## config.mk

```make
export PLATFORM = sky130hd
export DESIGN_NAME = keyed_lut_bank_flat
export DESIGN_NICKNAME = d
export VERILOG_FILES = /design/src/rtl/keyed_lut_bank_if.sv /design/src/rtl/keyed_lut_bank.sv /design/src/flat_wrapper.sv
export SDC_FILE = /design/constraint.sdc
export NUM_CORES = 1
export LEC_CHECK = 0
export CAP_MARGIN = 20
export CORE_UTILIZATION = 45
export DETAILED_ROUTE_END_ITERATION = 8
export PLACE_DENSITY = 0.77
export RECOVER_POWER = 100
export SLEW_MARGIN = 20
export SYNTH_ARGS = -nofsm -noshare
export SYNTH_HDL_FRONTEND = slang
export SYNTH_SLANG_ARGS = --single-unit
```

## constraint.sdc

```tcl
create_clock -name clk -period 1.2 [get_ports clk]
set_input_delay 0.24 -clock clk [delete_from_list [all_inputs] [get_ports clk]]
set_output_delay 0.24 -clock clk [all_outputs]
set_load 0.01 [all_outputs]
```

## src/rtl/keyed_lut_bank_if.sv

```systemverilog
// keyed_lut_bank_if: key-load handshake and LUT channel bus for keyed_lut_bank
// Ports (as seen by the slave/DUT):
//   key_start, key_bit, key_valid -> serial key load in; key_ready <- accept strobe
//   sel -> per-channel selects; lut_out, armed, load_done <- channel outputs and status
interface keyed_lut_bank_if #(
    parameter int NUM_LUT = 4,
    parameter int SEL_W   = 2
);
    logic                     key_start;
    logic                     key_bit;
    logic                     key_valid;
    logic                     key_ready;
    logic [NUM_LUT*SEL_W-1:0] sel;
    logic [NUM_LUT-1:0]       lut_out;
    logic                     armed;
    logic                     load_done;
    modport master (
        output key_start, key_bit, key_valid, sel,
        input  key_ready, lut_out, armed, load_done
    );
    modport slave (
        input  key_start, key_bit, key_valid, sel,
        output key_ready, lut_out, armed, load_done
    );
endinterface

```

## src/rtl/keyed_lut_bank.sv

```systemverilog
// keyed_lut_bank: NUM_LUT key-programmable LUT channels with serial key load and arm FSM
// Ports:
//   clk  - rising-edge clock
//   rst  - synchronous active-high reset
//   bus  - keyed_lut_bank_if.slave: key_start/key_bit/key_valid/key_ready load handshake,
//          sel in, lut_out/armed/load_done out
module keyed_lut_bank #(
    parameter int NUM_LUT = 4,
    parameter int SEL_W   = 2,
    parameter int OUT_REG = 1
) (
    input logic clk,
    input logic rst,
    keyed_lut_bank_if.slave bus
);
    localparam int LUT_SZ   = 1 << SEL_W;
    localparam int KEY_BITS = NUM_LUT * LUT_SZ;
    localparam int CNT_W    = KEY_BITS > 1 ? $clog2(KEY_BITS) : 1;
    typedef enum logic [1:0] {IDLE, LOAD, ARMED} state_t;
    state_t              state_q, state_d;
    logic [KEY_BITS-1:0] key_q, key_d;
    logic [CNT_W-1:0]    cnt_q, cnt_d;
    logic                done_q, done_d;
    logic                accept;
    logic [NUM_LUT-1:0]  lut_c;
    always_ff @(posedge clk) begin
        if (rst) begin
            state_q <= IDLE;
            key_q   <= '0;
            cnt_q   <= '0;
            done_q  <= 1'b0;
        end else begin
            state_q <= state_d;
            key_q   <= key_d;
            cnt_q   <= cnt_d;
            done_q  <= done_d;
        end
    end
    // key_start wins over any bit presented in the same cycle
    always_comb begin
        state_d = state_q;
        key_d   = key_q;
        cnt_d   = cnt_q;
        done_d  = 1'b0;
        accept  = (state_q == LOAD) && bus.key_valid && !bus.key_start;
        if (bus.key_start) begin
            state_d = LOAD;
            cnt_d   = '0;
        end else if (accept) begin
            key_d[cnt_q] = bus.key_bit;
            if (cnt_q == CNT_W'(KEY_BITS - 1)) begin
                state_d = ARMED;
                cnt_d   = '0;
                done_d  = 1'b1;
            end else begin
                cnt_d = cnt_q + CNT_W'(1);
            end
        end
    end
    for (genvar i = 0; i < NUM_LUT; i++) begin : g_ch
        logic [LUT_SZ-1:0] slice;
        assign slice    = key_q[i*LUT_SZ +: LUT_SZ];
        assign lut_c[i] = slice[bus.sel[i*SEL_W +: SEL_W]];
    end
    if (OUT_REG != 0) begin : g_reg
        logic [NUM_LUT-1:0] out_q;
        // a restart zeroes the output on the same edge that drops armed
        always_ff @(posedge clk) begin
            if (rst) out_q <= '0;
            else     out_q <= (state_q == ARMED && !bus.key_start) ? lut_c : '0;
        end
        assign bus.lut_out = out_q;
    end else begin : g_comb
        assign bus.lut_out = (state_q == ARMED) ? lut_c : '0;
    end
    assign bus.key_ready = state_q == LOAD;
    assign bus.armed     = state_q == ARMED;
    assign bus.load_done = done_q;
endmodule

```

## src/flat_wrapper.sv

```systemverilog
// flat-port wrapper written by rule: the top's interface ports become plain ports
module keyed_lut_bank_flat 
#(
    parameter int NUM_LUT = 4,
    parameter int SEL_W   = 2,
    parameter int OUT_REG = 1
)
  (clk, rst, bus_key_start, bus_key_bit, bus_key_valid, bus_sel, bus_key_ready, bus_lut_out, bus_armed, bus_load_done);
  keyed_lut_bank_if #(.NUM_LUT(NUM_LUT), .SEL_W(SEL_W)) bus_i ();
  input logic clk;
  input logic rst;
  input wire logic [$bits(bus_i.key_start)-1:0] bus_key_start;
  input wire logic [$bits(bus_i.key_bit)-1:0] bus_key_bit;
  input wire logic [$bits(bus_i.key_valid)-1:0] bus_key_valid;
  input wire logic [$bits(bus_i.sel)-1:0] bus_sel;
  output wire logic [$bits(bus_i.key_ready)-1:0] bus_key_ready;
  output wire logic [$bits(bus_i.lut_out)-1:0] bus_lut_out;
  output wire logic [$bits(bus_i.armed)-1:0] bus_armed;
  output wire logic [$bits(bus_i.load_done)-1:0] bus_load_done;
  assign bus_i.key_start = bus_key_start;
  assign bus_i.key_bit = bus_key_bit;
  assign bus_i.key_valid = bus_key_valid;
  assign bus_i.sel = bus_sel;
  assign bus_key_ready = bus_i.key_ready;
  assign bus_lut_out = bus_i.lut_out;
  assign bus_armed = bus_i.armed;
  assign bus_load_done = bus_i.load_done;
  keyed_lut_bank #(.NUM_LUT(NUM_LUT), .SEL_W(SEL_W), .OUT_REG(OUT_REG)) u_core (.clk(clk), .rst(rst), .bus(bus_i));
endmodule
```

==> results.env, run 1 <==
OUTCOME='finished, violations left'
FAILING_CHECKS='setup timing'
WORST_EP_ARRIVAL_TIME_NS=1.61
CTS.REPORTEDPATHS.CLKPINSLEW_NS=0.15
SETUP_WS_NS=-0.132
TIMING.MAX_CAP.VIOLATIONS=0
MOST_FREQUENT_CELL_AFTER_SYNTHESIS='sky130_fd_sc_hd__dfxtp_1'
BOUNDARYPINS=20
LAYOUT_WORST_PATH_CYCLE_SHARE=1.11
IRDROPWORSTVDD_uV=633
SYNTH_COMMONEST_CELLS='27 x sky130_fd_sc_hd__dfxtp_1, 16 x sky130_fd_sc_hd__nand2b_1, 15 x sky130_fd_sc_hd__mux2i_1'
WORST_CLOCK_SKEW_NS=0.00370
SYNTH-MAIN-FF-CELL='sky130_fd_sc_hd__dfxtp_1'
CTS_HOLD_BUFS=0
DRCVIOLATIONCOUNT=0
DIE_X_UM=55.2
FIRSTDRTPASSITERS=4
REGTOREGENDPOINT='u_core.cnt_q[2]'
SYNTH_WARNINGS=0
ROUTE.DETAILED.WL_PER_INST_UM=15.8
FIN_HOLD_VIOLS=0
BUFFER_PORTS.INSERTED=19
GLOBAL_ROUTE_OVERFLOW=0
NUMCTSBUFFERS=3
TOTAL_WIRE_LENGTH_AFTER_DETAILED_ROUTING_UM=3060
CRITICAL_SETUP_PATH_KIND='flip-flop to flip-flop'
HOLD-PATH-CELL-COUNT=4
DRIVE_ABOVE_1_SHARE=0.348
PIN_COUNT_OF_THE_BIGGEST_NET_ENTERING_GLOBAL_ROUTING=17
MAX_CLOCK_FREQ_MHz=751
NUMBER_OF_ANTENNA_VIOLATIONS_AT_THE_FIRST_CHECK_IN_GLOBAL_ROUTING=0
LEAKAGEPOWER_nW=0.737
CRIT_PATH_END_KIND='flip-flop'
INITIAL_CORE_UTIL=0.495
VIA_COUNT_OF_THE_FIRST_GLOBAL_ROUTING_PASS=1075
SYN_NETS=144
CRITPATHMAXFANOUT=5
GRT_SETUP_UNREPAIRED='true'
RR_STARTPOINT='u_core.state_q[1]'
TRITONCTS='yes'
FINAL_ANTENNA_NET_COUNT=0
HOLD-PATH-ENDPOINT='u_core.state_q[0]'
WORST_PATH_REQUIRED_NS=1.48
YOSYS-TOP-CELLS-AREA='sky130_fd_sc_hd__dfxtp_1 43%, sky130_fd_sc_hd__mux2i_1 12%, sky130_fd_sc_hd__nand2b_1 7.9%, sky130_fd_sc_hd__mux4_2 7.1%, sky130_fd_sc_hd__nand3_1 5.5%'
TIMING_MAX_TRANSITION_VIOLATIONS_FINAL=0
MIN_PERIOD_NS=1.33
SYN-MEAN-INSTANCE-AREA_UM2=10.0
CORE_AREA_UM2=2570
YOSYSUNIQUECELLTYPES=27
CTS_NUM_SINKS=27
CTS_MAX_LEVEL=1
CRITICAL_PATH.STARTPOINT_TYPE='flip-flop'
PLACE_WORST_SETUP_SLACK_NS=-0.436
MET3_WIRELENGTH_UM=124
GROUTE.USAGE.OVERALL=0.228
P_PER_AREA_nW_PER_UM2=827
ROUTE.VIAS.TOTAL=1084
SETUP.REG_TO_REG.WORST_SLACK_NS=-0.13
DESIGN.FINAL.NETS=182
WORST_SKEW_PAIR.LATE_LATENCY_NS=0.33
DIE-HEIGHT_UM=55.2
STD_CELL_ROWS=18
HOLD_WS_NS=0.372
SYNTH_TOP_CELL_BY_AREA='sky130_fd_sc_hd__dfxtp_1'
WORST_REG2REG_PATH_DEPTH=5
NUM-FILL-CELLS=199
CTS.PATH.MAX_BUFFERS=2
TIGHTESTPINTRANSITION_NS=0.488
GPL.FINAL_WEIGHTED_CONGESTION=0.776
SYNTHTOLAYOUTAREAGROWTH_PCT=41.3
YOSYS.AREA.TOP_TYPE_SHARE=0.425
FINAL-SETUP-VIOL-COUNT=21
CTS-ROOT-BUF='sky130_fd_sc_hd__clkbuf_4'
RELSLEWSLACK=0.674
WIRE_LENGTH_OF_THE_FIRST_GLOBAL_ROUTING_PASS_UM=4740
SYN-INSTANCE-COUNT=127
SYNTH_SEQ_CELLS=27
SYNTH_ENABLE_FLOP_CELLS=0
WL_MET1_UM=1300
HOLDCRITSTARTPOINT='bus_key_start'
COUNT_OF_ROUTING_VIOLATIONS_AFTER_THE_OPENING_DETAILED_ROUTE_ITERATION=17
DETAILROUTE.WIRELENGTH.MET2_UM=1560
TIMING.HOLD.WORST.CLASS='input port to flip-flop'
DIEAREA_UM2=3040
ANTENNA_CELLS=0
SYNTH_SEQUENTIAL_AREA_RATIO=0.425
PLACE.DETAILED.HPWL_UM=2080
DRT-VIAS-PER-INSTANCE=5.59
MAXUSEDROUTINGLAYER='met4'
SYNTHESIS.AREA_UM2=1270
PROPORTION_OF_SYNTHESIZED_FLIP_FLOPS_HAVING_ASYNCHRONOUS_SET_OR_RESET=0
==> repair_timing <==
action	4_1_cts	5_1_grt
resized for setup	38	19
cloned	1	0
setup endpoints to repair	23	29
pin swaps	10	4
setup buffers	2	2
hold endpoints to repair	0	0
==> worst max path at each step <==
stage,from,slack (ns),to,depth (start not counted)
final,u_core.state_q[1],-0.13,u_core.cnt_q[2],5
after global routing,u_core.state_q[1],-0.16,u_core.cnt_q[2],5
after CTS,u_core.state_q[1],-0.16,u_core.cnt_q[2],5
after detailed placement,bus_key_start,-0.44,u_core.key_q[7],5
after global placement,bus_key_start,-0.37,u_core.key_q[2],5
after floorplan,u_core.cnt_q[0],0.003,u_core.key_q[15],4
==> per-layer routing <==
layer  global-route usage  vias to the layer above
met3               0.0437                       10
met5                    0                        -
met4                0.133                        0
met2                0.396                       33
met1                0.258                      514
li1                     -                      527
==> sequential cells by signal, summed over array words and instances (netlist names) <==
| name | flops |
|---|---|
| u_core.cnt_q | 4 |
| u_core.key_q | 16 |
| u_core.state_q | 2 |
| u_core.bus.lut_out | 4 |
| u_core.bus.load_done | 1 |
==> where the power goes <==
part	internal (mW)	switching, mW
Combinational	0.102	0.0671
Clock	0.128	0.287
Sequential	0.899	0.00315
==> cell usage in the layout (no fill, tap or decap), types with 5 or more instances in the layout <==
master	netlist	layout
sky130_fd_sc_hd__dfxtp_1	27	22
sky130_fd_sc_hd__buf_6	1	6
sky130_fd_sc_hd__buf_4	1	13
sky130_fd_sc_hd__nand3_2	0	8
sky130_fd_sc_hd__nor2_1	5	5
sky130_fd_sc_hd__clkdlybuf4s50_1	0	11
sky130_fd_sc_hd__mux2i_1	15	15
sky130_fd_sc_hd__nand2b_1	16	16
==> layout make-up <==
| class | instances | area [um2] | share of cell area |
|---|---|---|---|
| clock inverter | 1 | 7.51 | 0.00418 |
| inverter | 3 | 11.3 | 0.00627 |
| clock buffer | 3 | 22.5 | 0.0125 |
| multi-input combinational | 90 | 801 | 0.446 |
| sequential | 27 | 549 | 0.306 |
| timing repair buffer | 40 | 368 | 0.205 |
| tap | 30 | 37.5 | 0.0209 |
==> worst max-delay path, stage by stage, from the launching register on <==
cell,delay (ns)
sky130_fd_sc_hd__dfxtp_2,0.35
sky130_fd_sc_hd__buf_6,0.11
sky130_fd_sc_hd__buf_4,0.12
sky130_fd_sc_hd__nand4bb_4,0.22
sky130_fd_sc_hd__or3_1,0.35
sky130_fd_sc_hd__a21oi_2,0.12
==> per-stage QoR <==
stage,cell area (um2),cells,TNS [ns],power [mW],utilization
5_1_grt,1800,194,-2.12,1.54,0.700
2_1_floorplan,1270,127,0,0.977,-
6_report,1800,194,-1.10,1.49,0.700
4_1_cts,1770,192,-2.15,1.50,0.688
3_3_place_gp,1610,185,-8.61,1.06,0.626
3_5_place_dp,1610,185,-9.77,1.07,0.626
==> cells by family after synthesis <==
| logic type | after synthesis | share of synthesized area |
|---|---|---|
| AOI/OAI and AO/OA | 10 | 0.0492 |
| buffers and inverters | 10 | 0.0404 |
| adders and majority gates | 4 | 0.0394 |
| muxes | 19 | 0.189 |
| DFF | 27 | 0.425 |
| and+or+nand+nor | 57 | 0.257 |
No activity file was read; power rests on OpenSTA's default activity.
==> inputs of run 2 (changes only) <==
- CTS_CLUSTER_DIAMETER: default -> 80
==> results of run 2 <==
No change in the layout: final DEF, timing and power equal those of run 1.
